==> config.mk <==
export PLATFORM = sky130hd
export DESIGN_NAME = iter_alu
export DESIGN_NICKNAME = d
export VERILOG_FILES = /design/src/rtl/iter_alu.sv
export SDC_FILE = /design/constraint.sdc
export NUM_CORES = 2
export LEC_CHECK = 0
export BUFFER_PORTS_ARGS = -buffer_cell sky130_fd_sc_hd__buf_2
export CAP_MARGIN = 5
export CORE_MARGIN = 2
export CORE_UTILIZATION = 46
export DETAILED_ROUTE_END_ITERATION = 7
export HOLD_SLACK_MARGIN = 0.08
export MAX_ROUTING_LAYER = met4
export PLACE_DENSITY = 0.73
export SKIP_CTS_REPAIR_TIMING = 1
export SYNTH_ARGS = -nofsm -noshare
export SYNTH_HDL_FRONTEND = slang
export SYNTH_SLANG_ARGS = --single-unit
==> constraint.sdc <==
create_clock -name clk -period 15 [get_ports clk]
set_input_delay 0 -clock clk [delete_from_list [all_inputs] [get_ports clk]]
set_output_delay 0 -clock clk [all_outputs]
set_load 0.01 [all_outputs]
==> src/rtl/iter_alu.sv <==
// Handshaked EX-stage execution unit: single-cycle logic/arith/shift ops plus
// iterative shift-add multiply and restoring divide, with registered held results.
module iter_alu #(
   parameter int WIDTH = 32
) (
   input  logic             clk,
   input  logic             reset,
   input  logic             flush,
   input  logic             in_valid,
   output logic             in_ready,
   input  logic [3:0]       op,
   input  logic [WIDTH-1:0] in_0,
   input  logic [WIDTH-1:0] in_1,
   output logic             out_valid,
   input  logic             out_ready,
   output logic [WIDTH-1:0] out,
   output logic [WIDTH-1:0] out_hi,
   output logic             overflow,
   output logic             div_by_zero
);
   localparam int SHW = $clog2(WIDTH);

   localparam logic [3:0] OP_PASS = 4'd0,  OP_AND  = 4'd1,  OP_OR   = 4'd2,  OP_XOR  = 4'd3;
   localparam logic [3:0] OP_ADDS = 4'd4,  OP_ADDU = 4'd5,  OP_SUBS = 4'd6,  OP_SUBU = 4'd7;
   localparam logic [3:0] OP_SHRL = 4'd8,  OP_SHLL = 4'd9,  OP_SHRA = 4'd10, OP_MULU = 4'd11;
   localparam logic [3:0] OP_MULS = 4'd12, OP_DIVU = 4'd13, OP_DIVS = 4'd14;

   typedef enum logic [1:0] {IDLE, BUSY, DONE} state_t;

   state_t           state_reg, state_next;
   logic [3:0]       op_reg;
   logic [SHW-1:0]   cnt_reg;
   logic [WIDTH-1:0] acc_reg;     // product high half / partial remainder
   logic [WIDTH-1:0] mq_reg;      // multiplier shifting out / quotient shifting in
   logic [WIDTH-1:0] mag_reg;     // multiplicand or divisor magnitude
   logic             neg_lo_reg, neg_hi_reg, div_ovf_reg;
   logic [WIDTH-1:0] out_reg, out_hi_reg;
   logic             ovf_reg, dbz_reg;

   logic             is_iter, is_div, is_signed, div_zero, last_step;
   logic [SHW-1:0]   shamt;
   logic [WIDTH-1:0] sc_res, a_mag, b_mag;
   logic             sc_ovf;

   assign shamt     = in_1[SHW-1:0];
   assign is_div    = (op == OP_DIVU) || (op == OP_DIVS);
   assign is_iter   = (op == OP_MULU) || (op == OP_MULS) || is_div;
   assign is_signed = (op == OP_MULS) || (op == OP_DIVS);
   assign div_zero  = is_div && (in_1 == '0);
   assign last_step = (state_reg == BUSY) && (cnt_reg == SHW'(WIDTH - 1));
   assign a_mag     = (is_signed && in_0[WIDTH-1]) ? -in_0 : in_0;
   assign b_mag     = (is_signed && in_1[WIDTH-1]) ? -in_1 : in_1;

   // State register
   always_ff @(posedge clk or posedge reset) begin
      if (reset) state_reg <= IDLE;
      else       state_reg <= state_next;
   end

   // Next-state logic; flush overrides both accept and consume
   always_comb begin
      state_next = state_reg;
      case (state_reg)
         IDLE: if (in_valid) state_next = (is_iter && !div_zero) ? BUSY : DONE;
         BUSY: if (last_step) state_next = DONE;
         DONE: if (out_ready) state_next = IDLE;
         default: state_next = IDLE;
      endcase
      if (flush) state_next = IDLE;
   end

   // Output logic
   always_comb begin
      in_ready  = (state_reg == IDLE);
      out_valid = (state_reg == DONE);
   end

   assign out         = out_reg;
   assign out_hi      = out_hi_reg;
   assign overflow    = ovf_reg;
   assign div_by_zero = dbz_reg;

   always_comb begin
      sc_res = in_0;
      sc_ovf = 1'b0;
      case (op)
         OP_AND:  sc_res = in_0 & in_1;
         OP_OR:   sc_res = in_0 | in_1;
         OP_XOR:  sc_res = in_0 ^ in_1;
         OP_ADDS: begin
            sc_res = in_0 + in_1;
            sc_ovf = (in_0[WIDTH-1] == in_1[WIDTH-1]) && (sc_res[WIDTH-1] != in_0[WIDTH-1]);
         end
         OP_ADDU: sc_res = in_0 + in_1;
         OP_SUBS: begin
            sc_res = in_0 - in_1;
            sc_ovf = (in_0[WIDTH-1] != in_1[WIDTH-1]) && (sc_res[WIDTH-1] != in_0[WIDTH-1]);
         end
         OP_SUBU: sc_res = in_0 - in_1;
         OP_SHRL: sc_res = in_0 >> shamt;
         OP_SHLL: sc_res = in_0 << shamt;
         OP_SHRA: sc_res = $signed(in_0) >>> shamt;
         default: sc_res = in_0;
      endcase
   end

   // One multiply or divide iteration, plus sign correction for the final step
   logic [WIDTH:0]     add_sum, div_shift, div_diff;
   logic [WIDTH-1:0]   acc_step, mq_step, fin_lo, fin_hi;
   logic [2*WIDTH-1:0] prod;
   logic               fin_ovf, step_div;

   assign step_div = (op_reg == OP_DIVU) || (op_reg == OP_DIVS);

   always_comb begin
      add_sum   = {1'b0, acc_reg} + (mq_reg[0] ? {1'b0, mag_reg} : '0);
      div_shift = {acc_reg, mq_reg[WIDTH-1]};
      div_diff  = div_shift - {1'b0, mag_reg};
      prod      = '0;
      if (step_div) begin
         acc_step = div_diff[WIDTH] ? div_shift[WIDTH-1:0] : div_diff[WIDTH-1:0];
         mq_step  = {mq_reg[WIDTH-2:0], ~div_diff[WIDTH]};
         fin_lo   = neg_lo_reg ? -mq_step : mq_step;
         fin_hi   = neg_hi_reg ? -acc_step : acc_step;
      end else begin
         acc_step = add_sum[WIDTH:1];
         mq_step  = {add_sum[0], mq_reg[WIDTH-1:1]};
         prod     = {acc_step, mq_step};
         if (neg_lo_reg) prod = -prod;
         fin_lo   = prod[WIDTH-1:0];
         fin_hi   = prod[2*WIDTH-1:WIDTH];
      end
      case (op_reg)
         OP_MULU: fin_ovf = (fin_hi != '0);
         OP_MULS: fin_ovf = (fin_hi != {WIDTH{fin_lo[WIDTH-1]}});
         OP_DIVS: fin_ovf = div_ovf_reg;
         default: fin_ovf = 1'b0;
      endcase
   end

   always_ff @(posedge clk or posedge reset) begin
      if (reset) begin
         op_reg      <= OP_PASS;
         cnt_reg     <= '0;
         acc_reg     <= '0;
         mq_reg      <= '0;
         mag_reg     <= '0;
         neg_lo_reg  <= 1'b0;
         neg_hi_reg  <= 1'b0;
         div_ovf_reg <= 1'b0;
         out_reg     <= '0;
         out_hi_reg  <= '0;
         ovf_reg     <= 1'b0;
         dbz_reg     <= 1'b0;
      end else if (flush) begin
         cnt_reg <= '0;
         ovf_reg <= 1'b0;
         dbz_reg <= 1'b0;
      end else begin
         case (state_reg)
            IDLE: if (in_valid) begin
               op_reg  <= op;
               cnt_reg <= '0;
               if (div_zero) begin
                  out_reg    <= '1;
                  out_hi_reg <= in_0;
                  ovf_reg    <= 1'b0;
                  dbz_reg    <= 1'b1;
               end else if (is_iter) begin
                  acc_reg     <= '0;
                  mq_reg      <= is_div ? a_mag : b_mag;
                  mag_reg     <= is_div ? b_mag : a_mag;
                  neg_lo_reg  <= is_signed && (in_0[WIDTH-1] ^ in_1[WIDTH-1]);
                  neg_hi_reg  <= is_signed && in_0[WIDTH-1];
                  div_ovf_reg <= (op == OP_DIVS) && (in_0 == {1'b1, {(WIDTH-1){1'b0}}})
                                 && (in_1 == '1);
                  ovf_reg     <= 1'b0;
                  dbz_reg     <= 1'b0;
               end else begin
                  out_reg    <= sc_res;
                  out_hi_reg <= '0;
                  ovf_reg    <= sc_ovf;
                  dbz_reg    <= 1'b0;
               end
            end
            BUSY: begin
               acc_reg <= acc_step;
               mq_reg  <= mq_step;
               cnt_reg <= cnt_reg + SHW'(1);
               if (last_step) begin
                  out_reg    <= fin_lo;
                  out_hi_reg <= fin_hi;
                  ovf_reg    <= fin_ovf;
                  dbz_reg    <= 1'b0;
               end
            end
            default: ;
         endcase
      end
   end
endmodule
==> results.cfg <==
[power_and_ir_drop]
power.leakage_uw = 0.0119
power.total_uw = 4040
power.density_nw_per_um2 = 142
ir_drop_uv = 105

[global_routing]
grt-busiest-layer = met2
grt_pass1_vias = 27400
track_usage = 0.395
grt_util_met2 = 0.576
grt_max_degree = 123
grt_pass1_wl_um = 175000
antenna_found_initial = 1
grt_overflow = 0
use_met1 = 0.514
grtUsageMet3 = 0.0698

[worst_setup_path]
worst_ep_arrival_time_ns = 7.26
path_max_fanout = 32
ff2ff_path_depth = 18
worstSetupPathType = flop to flop
r2r_start = mq_reg[0]$_DFFE_PP0P_
required_ns = 15.34
cp-startpoint = mq_reg[0]$_DFFE_PP0P_
start_kind = flop
cp-end-kind = flop

[layout]
layout-drive-gt1-share = 0.0825
diodes = 0
areaGrowthSynthToFinish_pct = 6.79
layout_commonest_cell = nand2_1
final_cell_area_um2 = 28400
final_nets = 4038
layout_common_cells = nand2_1 (439), nor2_1 (434), o21ai_0 (375)

[floorplanning]
ios = 141
start_util = 0.463
die_h_um = 244
die-area_um2 = 59700
core_um2 = 57500
num_rows = 88
die_x_um = 244

[clock_tree]
cts.sinks = 176
cts_max_level = 4
cts_max_path_buffers = 2
insertion_delay_ns = 0.48
cts_buffers = 17
cts_tree = done
root_buffer = clkbuf_16
cts.clk_slew.worst_paths_ns = 0.07

[placement]
dp_hpwl_um = 90200
port_buffers = 140
placed_area_um2 = 27600
gp_congestion = 1.05

[detailed_routing]
wl_per_cell_um = 25.9
via_per_inst = 6.69
firstDrtPassIters = 8
drt-initial-drc-count = 4074
vias = 30600
ant_nets = 0
drt_wl_total_um = 119000
drc = 8

[sta]
rsz0062_at_grt = no
finalSetupViolCount = 0
fin_crit_ns = 6.92
slew_viol_final = 0
tightest_slew_ns = 1.25
slew_headroom = 0.166
fin_tns_setup_ns = 0
fmax_mhz = 144
clock-skew-final_ns = 0.0199
fin_crit_sh = 0.462
hold_viol = 0

[yosys]
ys.flop_type = dfrtp_1
synth-edff-count = 0
synth_area_leaders = dfrtp_1 (17%), ha_1 (7.9%), o21ai_0 (7.1%)
syn_inst = 3866
ys_seq_elements = 176
yosysSeqAreaShare = 0.166
synth_async_sr_flop_share = 1.00
synth_area_um2 = 26600
synth_top_area_frac = 0.166
synthesis.nets = 4110
yosysUniqueCellTypes = 112
syn_area_per_cell_um2 = 6.88
yosys_warnings = 0
synth_area_leader_cell = dfrtp_1

[flow_run]
maxCapViolCount = 0

[worst_hold_path]
hp-class = input pin to flop
hold_path_startpoint = in_valid
hold_path_depth = 4

[outcome]
violations = DRC
status = complete, but fails checks
-- stage by stage --
step / hold WS (ns) / utilization / std cells / setup WS (ns)
floorplan: 0.161 / - / 3866 / 9.57
CTS: -0.209 / 0.490 / 4551 / 8.22
global placement: 0.270 / 0.480 / 4519 / 8.52
global route: 0.0946 / 0.494 / 4572 / 7.60
finish: 0.0578 / 0.494 / 4572 / 8.08
detailed placement: 0.288 / 0.480 / 4519 / 8.39
-- cell usage after synthesis, types with 49 or more instances --
cell type    n
ha_1       167
nor3_1      94
nand3_1     90
a21oi_1    337
inv_1      160
xnor2_1    152
o211ai_1    66
o31ai_1     49
a21o_1      59
clkbuf_1   257
a211oi_1    58
dfrtp_1    176
nand2_1    440
o21ai_0    376
xor2_1      61
mux2i_1    106
a31oi_1     83
nor2_1     436
-- power breakdown --
group | switching [uW] | internal, uW | leakage, uW
Combinational | 1790 | 954 | 0.00938
Sequential | 199 | 600 | 0.00226
Clock | 224 | 271 | 0.000297
Total | 2220 | 1820 | 0.0119
-- cell families after synthesis --
family / synth area share
muxes: 0.0557
DFF: 0.166
xor gates and xnor gates: 0.0702
and+or+nand+nor: 0.229
buffers and inverters: 0.0668
AOI/OAI and AO/OA: 0.332
adders and majority gates: 0.0816
-- worst paths after layout --
kind | slack (ns) | to
max | 8.08 | overflow$_DFFE_PP0P_
min | 0.06 | cnt_reg[1]$_DFFE_PP0P_
max reg2reg | 8.08 | overflow$_DFFE_PP0P_
min reg2reg | 0.48 | out[21]$_DFFE_PP0P_
max in group asynchronous | 13.32 | neg_lo_reg$_DFFE_PP0P_
min in group asynchronous | 0.28 | mq_reg[4]$_DFFE_PP0P_
-- area by class of cell --
| cell class | instances | area (um^2) |
|---|---|---|
| tap | 765 | 957 |
| multi-input combinational | 3222 | 20500 |
| clock buffer | 20 | 447 |
| fill | 5884 | 29100 |
| inverter | 164 | 623 |
| clock inverter | 12 | 168 |
| sequential | 176 | 4410 |
| timing repair buffer | 213 | 1300 |
-- worst max-delay path, stage by stage, from the launching register on --
cell       delay, ns
dfrtp_1         0.47
inv_1           0.88
nor2_1          0.20
fa_1            0.51
a211oi_1        0.34
o21ai_0         0.25
a21boi_1        0.41
o31ai_1         0.26
o21a_1          0.29
xnor2_1         0.42
o2111ai_1       0.36
nor4_2          0.54
nand4b_1        0.18
o41ai_1         0.40
xnor2_1         0.21
a211oi_1        0.20
o41a_1          0.44
nor4_1          0.29
o211ai_1        0.14
-- routing by layer --
layer  vias up  share of wire
li1      14000              -
met1     14400           0.41
met2      1840           0.42
met3       366           0.10
met4         0          0.069
met5         -              0
Note: power is estimated with default switching activity, not from simulation.
